## src/rtl/kronos_types.sv

```systemverilog
// Shared register map, FSM state type and byte-lane merge helper for the
// Kronos machine timer.
package kronos_types;

  localparam logic [4:0] MTIMER_MTIME_LO    = 5'h00;
  localparam logic [4:0] MTIMER_MTIME_HI    = 5'h04;
  localparam logic [4:0] MTIMER_MTIMECMP_LO = 5'h08;
  localparam logic [4:0] MTIMER_MTIMECMP_HI = 5'h0C;
  localparam logic [4:0] MTIMER_PRESCALE    = 5'h10;
  localparam logic [4:0] MTIMER_SNAP        = 5'h14;

  typedef enum logic {
    ST_IDLE = 1'b0,
    ST_RESP = 1'b1
  } mtimer_state_e;

  function automatic logic [31:0] mask_merge(input logic [31:0] old_v,
                                             input logic [31:0] new_v,
                                             input logic [3:0]  mask);
    logic [31:0] res;
    res = old_v;
    for (int b = 0; b < 4; b++) begin
      if (mask[b]) res[8*b +: 8] = new_v[8*b +: 8];
      else         res[8*b +: 8] = old_v[8*b +: 8];
    end
    return res;
  endfunction

endpackage

```

## src/rtl/kronos_counter64.sv

```systemverilog
// 64-bit up-counter with tick enable and byte-masked word loads; a load to
// either word suppresses the tick for the whole 64 bits in that cycle.
module kronos_counter64
  import kronos_types::*;
(
  input  logic        clk,
  input  logic        rst,
  input  logic        tick,
  input  logic        ld_lo,
  input  logic        ld_hi,
  input  logic [31:0] ld_data,
  input  logic [3:0]  ld_mask,
  output logic [63:0] value
);

  logic [63:0] value_q;
  logic [63:0] value_d;

  // next count: load overrides tick
  always_comb begin
    value_d = value_q;
    if (ld_lo || ld_hi) begin
      if (ld_lo) value_d[31:0]  = mask_merge(value_q[31:0], ld_data, ld_mask);
      else       value_d[31:0]  = value_q[31:0];
      if (ld_hi) value_d[63:32] = mask_merge(value_q[63:32], ld_data, ld_mask);
      else       value_d[63:32] = value_q[63:32];
    end else if (tick) begin
      value_d = value_q + 64'd1;
    end else begin
      value_d = value_q;
    end
  end

  // count register
  always_ff @(posedge clk) begin
    if (rst) value_q <= 64'd0;
    else     value_q <= value_d;
  end

  assign value = value_q;

endmodule

```

## src/rtl/kronos_mtimer.sv

```systemverilog
// Memory-mapped RISC-V style machine timer: prescaled 64-bit mtime,
// mtimecmp compare interrupt and a one-cycle-latency data-bus slave.
module kronos_mtimer
  import kronos_types::*;
#(
  parameter logic [31:0] BASE_ADDR = 32'h0000_1000
) (
  input  logic        clk,
  input  logic        rst,
  input  logic [31:0] data_addr,
  input  logic [31:0] data_wr_data,
  input  logic [3:0]  data_wr_mask,
  input  logic        data_rd_req,
  input  logic        data_wr_req,
  output logic        data_gnt,
  output logic [31:0] data_rd_data,
  output logic        timer_irq
);

  mtimer_state_e state_q, state_d;
  logic        gnt_q, gnt_d;
  logic [31:0] rd_data_q, rd_data_d;
  logic [63:0] cmp_q, cmp_d;
  logic [15:0] presc_q, presc_d;
  logic [15:0] pcnt_q, pcnt_d;
  logic [31:0] snap_q, snap_d;
  logic        irq_q, irq_d;

  logic        hit_s, accept_s, wr_go_s, rd_go_s, tick_s;
  logic [4:0]  offset_s;
  logic [31:0] rd_mux_s, presc_merge_s;
  logic [63:0] mtime_s;
  logic        unused_bits_s;

  assign offset_s = {data_addr[4:2], 2'b00};
  assign hit_s    = (data_rd_req || data_wr_req) && (data_addr[31:5] == BASE_ADDR[31:5]);
  assign accept_s = (state_q == ST_IDLE) && hit_s;
  assign wr_go_s  = accept_s && data_wr_req;
  assign rd_go_s  = accept_s && !data_wr_req;
  assign tick_s   = (pcnt_q == presc_q);
  assign presc_merge_s = mask_merge({16'h0000, presc_q}, data_wr_data, data_wr_mask);
  assign unused_bits_s = ^{data_addr[1:0], presc_merge_s[31:16]};

  kronos_counter64 u_mtime (
    .clk     (clk),
    .rst     (rst),
    .tick    (tick_s),
    .ld_lo   (wr_go_s && (offset_s == MTIMER_MTIME_LO)),
    .ld_hi   (wr_go_s && (offset_s == MTIMER_MTIME_HI)),
    .ld_data (data_wr_data),
    .ld_mask (data_wr_mask),
    .value   (mtime_s)
  );

  // read data selection by word offset
  always_comb begin
    rd_mux_s = 32'h0000_0000;
    case (offset_s)
      MTIMER_MTIME_LO:    rd_mux_s = mtime_s[31:0];
      MTIMER_MTIME_HI:    rd_mux_s = mtime_s[63:32];
      MTIMER_MTIMECMP_LO: rd_mux_s = cmp_q[31:0];
      MTIMER_MTIMECMP_HI: rd_mux_s = cmp_q[63:32];
      MTIMER_PRESCALE:    rd_mux_s = {16'h0000, presc_q};
      MTIMER_SNAP:        rd_mux_s = snap_q;
      default:            rd_mux_s = 32'h0000_0000;
    endcase
  end

  // bus FSM, register writes, prescaler and interrupt next-state
  always_comb begin
    state_d   = state_q;
    gnt_d     = 1'b0;
    rd_data_d = rd_data_q;
    case (state_q)
      ST_IDLE: begin
        if (hit_s) begin
          state_d   = ST_RESP;
          gnt_d     = 1'b1;
          rd_data_d = data_wr_req ? 32'h0000_0000 : rd_mux_s;
        end else begin
          state_d   = ST_IDLE;
        end
      end
      ST_RESP: state_d = ST_IDLE;
      default: state_d = ST_IDLE;
    endcase

    cmp_d = cmp_q;
    if (wr_go_s && (offset_s == MTIMER_MTIMECMP_LO))
      cmp_d[31:0] = mask_merge(cmp_q[31:0], data_wr_data, data_wr_mask);
    else if (wr_go_s && (offset_s == MTIMER_MTIMECMP_HI))
      cmp_d[63:32] = mask_merge(cmp_q[63:32], data_wr_data, data_wr_mask);
    else
      cmp_d = cmp_q;

    // any PRESCALE write restarts the divider, even with an empty mask
    if (wr_go_s && (offset_s == MTIMER_PRESCALE)) begin
      presc_d = presc_merge_s[15:0];
      pcnt_d  = 16'd0;
    end else begin
      presc_d = presc_q;
      pcnt_d  = tick_s ? 16'd0 : pcnt_q + 16'd1;
    end

    if (rd_go_s && (offset_s == MTIMER_MTIME_LO)) snap_d = mtime_s[63:32];
    else                                           snap_d = snap_q;

    irq_d = (mtime_s >= cmp_q);
  end

  // state registers
  always_ff @(posedge clk) begin
    if (rst) begin
      state_q   <= ST_IDLE;
      gnt_q     <= 1'b0;
      rd_data_q <= 32'h0000_0000;
      cmp_q     <= 64'hFFFF_FFFF_FFFF_FFFF;
      presc_q   <= 16'h0000;
      pcnt_q    <= 16'h0000;
      snap_q    <= 32'h0000_0000;
      irq_q     <= 1'b0;
    end else begin
      state_q   <= state_d;
      gnt_q     <= gnt_d;
      rd_data_q <= rd_data_d;
      cmp_q     <= cmp_d;
      presc_q   <= presc_d;
      pcnt_q    <= pcnt_d;
      snap_q    <= snap_d;
      irq_q     <= irq_d;
    end
  end

  assign data_gnt     = gnt_q;
  assign data_rd_data = rd_data_q;
  assign timer_irq    = irq_q;

endmodule

```

## config.mk

```make
export PLATFORM = sky130hd
export DESIGN_NAME = kronos_mtimer
export DESIGN_NICKNAME = d
export VERILOG_FILES = /design/src/rtl/kronos_types.sv /design/src/rtl/kronos_counter64.sv /design/src/rtl/kronos_mtimer.sv
export SDC_FILE = /design/constraint.sdc
export NUM_CORES = 1
export LEC_CHECK = 0
export ABC_AREA = 1
export BUFFER_PORTS_ARGS = -buffer_cell sky130_fd_sc_hd__buf_2
export CORE_ASPECT_RATIO = 0.8
export CORE_UTILIZATION = 30
export DETAILED_ROUTE_END_ITERATION = 7
export GPL_TIMING_DRIVEN = 0
export PLACE_DENSITY_LB_ADDON = 0.12
export SYNTH_ARGS = -nofsm -noshare
export SYNTH_HDL_FRONTEND = slang
export SYNTH_SLANG_ARGS = --single-unit
```

## constraint.sdc

```tcl
create_clock -name clk -period 2.6 [get_ports clk]
set_input_delay 0.13 -clock clk [delete_from_list [all_inputs] [get_ports clk]]
set_output_delay 0.13 -clock clk [all_outputs]
set_load 0.01 [all_outputs]
```

==> results.tsv <==
stage	metric	value	unit
timing	finalCritPeriodShare	0.988	
timing	tightest_slew	1.18	ns
drt	route.detailed.drc	2	
setup_path	cp-start-kind	flip-flop	
logic_synthesis	async_flop_share	0	
timing	setup-tns-final	0	ns
clock_tree	cts.path.max_buffers	3	
timing	relSlewSlack	0.215	
placed_design	place_area	15500	µm²
logic_synthesis	synth_warnings	0	
floorplanning	fp.dieArea	48400	µm²
floorplanning	core_area	46900	µm²
cells_and_area	finalNetCount	2502	
drt	drt_iter0_drc	1624	
run	max_cap_viol_count	0	
logic_synthesis	yosys.area_share.simple	0.318	
logic_synthesis	syn_avg_cell_area	6.48	µm²
drt	wl_met2	26.8	mm
drt	antenna_left	0	
drt	dr.pass1.iters	8	
logic_synthesis	synth_xor_area_frac	0.0277	
clock_tree	clock_latency	0.56	ns
floorplanning	start_util	0.304	
global_route	grtUsageTotal	0.269	
logic_synthesis	syn-num-nets	2336	
setup_path	worst-setup-path-type	reg -> reg	
logic_synthesis	synth_edf_count	0	
placed_design	port_buffers	102	
drt	wl	66.2	mm
global_route	grt_pass1_vias	14200	
setup_path	slowest_stage	dfxtp_2	
placed_design	routabilityCongestion	1.03	
cells_and_area	drive_gt1_frac	0.0982	
logic_synthesis	synth-seq-area-share	0.317	
logic_synthesis	yosys_most_used_dff	dfxtp_1	
timing	slew_viol_final	0	
setup_path	critPathCaptureType	flip-flop	
setup_path	crit_fanout	6	
cells_and_area	layout_commonest_cell	nand2_1	
floorplanning	fp.dieW	246	µm
drt	drt-met1-wl	31.8	mm
cells_and_area	final_cell_mix	nand2_1 (631), nor2_1 (340), inv_1 (275)	
cells_and_area	area_growth	17.8	%
drt	wl_per_cell	22.1	µm
timing	setup_viol	0	
setup_path	arrival	3.02	ns
global_route	grt_overflow	0	
floorplanning	rows	71	
clock_tree	cts_tree	done	
drt	via_per_inst	5.13	
worst_hold_path	hold_class	in -> reg	
cells_and_area	diodes	0	
timing	clock_skew	0.0197	ns
setup_path	cp_top_family	simple AND/OR/NAND/NOR gates	
clock_tree	htree_num_levels	1	
logic_synthesis	synthCells	2198	
global_route	grt_max_degree	13	
outcome	violations	DRC	
setup_path	slowest_delay	0.44	ns
timing	fin_crit	2.57	ns
logic_synthesis	muxShareOfSynthArea	0	
cells_and_area	final_cell_area	16800	µm²
timing	fmax	0.389	GHz
clock_tree	root_buffer	clkbuf_16	
power	p_per_area	462	nW/µm²
setup_path	crit_buf_inv	0	
drt	vias	15400	
power	vdd_drop_max	0.000437	V
clock_tree	clock-sinks	226	
outcome	outcome	finished, violations left	
drt	wl_met3	5.75	mm
drt	top_layer	met4	
timing	hold_violations	0	
global_route	grt_pass1_wl	94.6	mm
placed_design	hpwl	52.0	mm
clock_tree	cts_buffers	27	
setup_path	critical_path_required	3.06	ns
power	leakagePower	7.75	nW
setup_path	crit_chain	ha_2 -> nand2_1 -> nor2_4 -> nand2_1 -> nor2_2 -> nand2_1 -> nor2_2 -> nand2_1 -> nand2_1 -> nand2_1 -> nand2_1 -> nand2_1 -> nor2_1 -> nor2_1	
global_route	antenna_found_initial	2	
setup_path	path_common_cell	nand2_1	
logic_synthesis	ys_types	47	
floorplanning	fp.dieH	197	µm
logic_synthesis	ys_ff_latch	226	
logic_synthesis	synth_compound_area_frac	0.176	
logic_synthesis	synthAdderAreaFrac	0.0579	
clock_tree	clk_pin_slew	0.06	ns
floorplanning	ios	106	
logic_synthesis	synth_top_family_by_area	simple AND/OR/NAND/NOR gates	
logic_synthesis	synth.cell_area	14300	µm²
==> cells by family after synthesis <==
family,after synthesis
AND/OR/NAND/NOR,1121
buffers and inverters,362
adder cells (fa/ha/maj),66
XOR/XNOR,45
AO/OA/AOI/OAI,378
flip-flops,226
==> metal layers <==
layer | vias up | GRT usage
li1 | 7465 | -
met1 | 7214 | 0.399
met2 | 640 | 0.393
met3 | 85 | 0.0474
met4 | 0 | 0.0743
met5 | - | 0
==> cell usage after synthesis, types with 5 or more instances <==
cell type,instances,area share
a21oi_1,87,0.031
xnor2_1,7,0.0043
nand2_1,631,0.17
nor3_1,19,0.0067
xor2_1,38,0.023
ha_1,66,0.058
inv_1,275,0.072
o211ai_1,74,0.039
o21bai_1,25,0.013
a211oi_1,44,0.023
inv_2,9,0.0024
o21ai_1,5,0.0018
dfxtp_1,226,0.32
nand4_1,21,0.0092
o21ai_0,61,0.021
buf_6,9,0.0071
o22ai_1,37,0.016
nand3_1,63,0.022
buf_4,5,0.0026
nand2_2,8,0.0035
o221ai_1,24,0.015
buf_2,17,0.0060
clkbuf_1,42,0.011
nor2_1,346,0.091
==> worst min-delay path: cells and delay by family <==
family,cells,cell delay (ns)
and+or+nand+nor,2,0.22
buffers and inverters,1,0.15
AOI/OAI and AO/OA,1,0.05
==> power breakdown <==
group	switching [W]	internal (W)
registers	0.00000803	0.00347
logic	0.000328	0.000145
clock network	0.00160	0.00221
total	0.00194	0.00582
==> path summary, 6_finish.rpt <==
kind	start	end	slack (ns)	cells after the start
worst max-delay path	u_mtime.value[0]	u_mtime.value[50]	0.03	14
worst min-delay path	data_wr_mask[0]	presc_q[1]	0.04	4
worst max register to register	u_mtime.value[0]	u_mtime.value[50]	0.03	14
worst min register to register	snap_q[22]	snap_q[22]	0.46	2
==> per-stage QoR <==
step,worst slack [ns],util,power [W],hold WS [ns],cells
6_report,0.0321,0.358,0.00776,0.0405,3002
5_1_grt,-0.00264,0.358,0.00799,0.0551,3002
4_1_cts,0.00124,0.357,0.00782,0.0295,2999
3_5_place_dp,-0.443,0.331,0.00398,0.448,2920
3_3_place_gp,-0.530,0.331,0.00398,0.448,2920
2_1_floorplan,0.708,-,0.00374,0.306,2198
==> registers in the layout, summed over array words and instances (netlist names) <==
signal / cells
cmp_q: 64
u_mtime.value: 64
data_rd_data: 32
snap_q: 32
pcnt_q: 16
presc_q: 16
state_q: 1
timer_irq: 1
==> layout make-up <==
cell class / instances / area, µm²
Sequential cell: 226 / 4530
Multi-Input combinational cell: 1610 / 8310
Clock buffer: 37 / 753
Timing Repair Buffer: 137 / 853
Tap cell: 620 / 776
Inverter: 286 / 1080
Fill cell: 5165 / 30100
Clock inverter: 10 / 105
Buffer: 76 / 393
==> what timing repair did <==
item	in CTS	in global routing
buffers inserted	0	3
pin swaps	0	1
hold buffers	32	0
endpoints found under the hold margin	92	0
resized for setup	6	9
endpoints found under the setup margin	15	9
(Power assumes the default switching activity.)
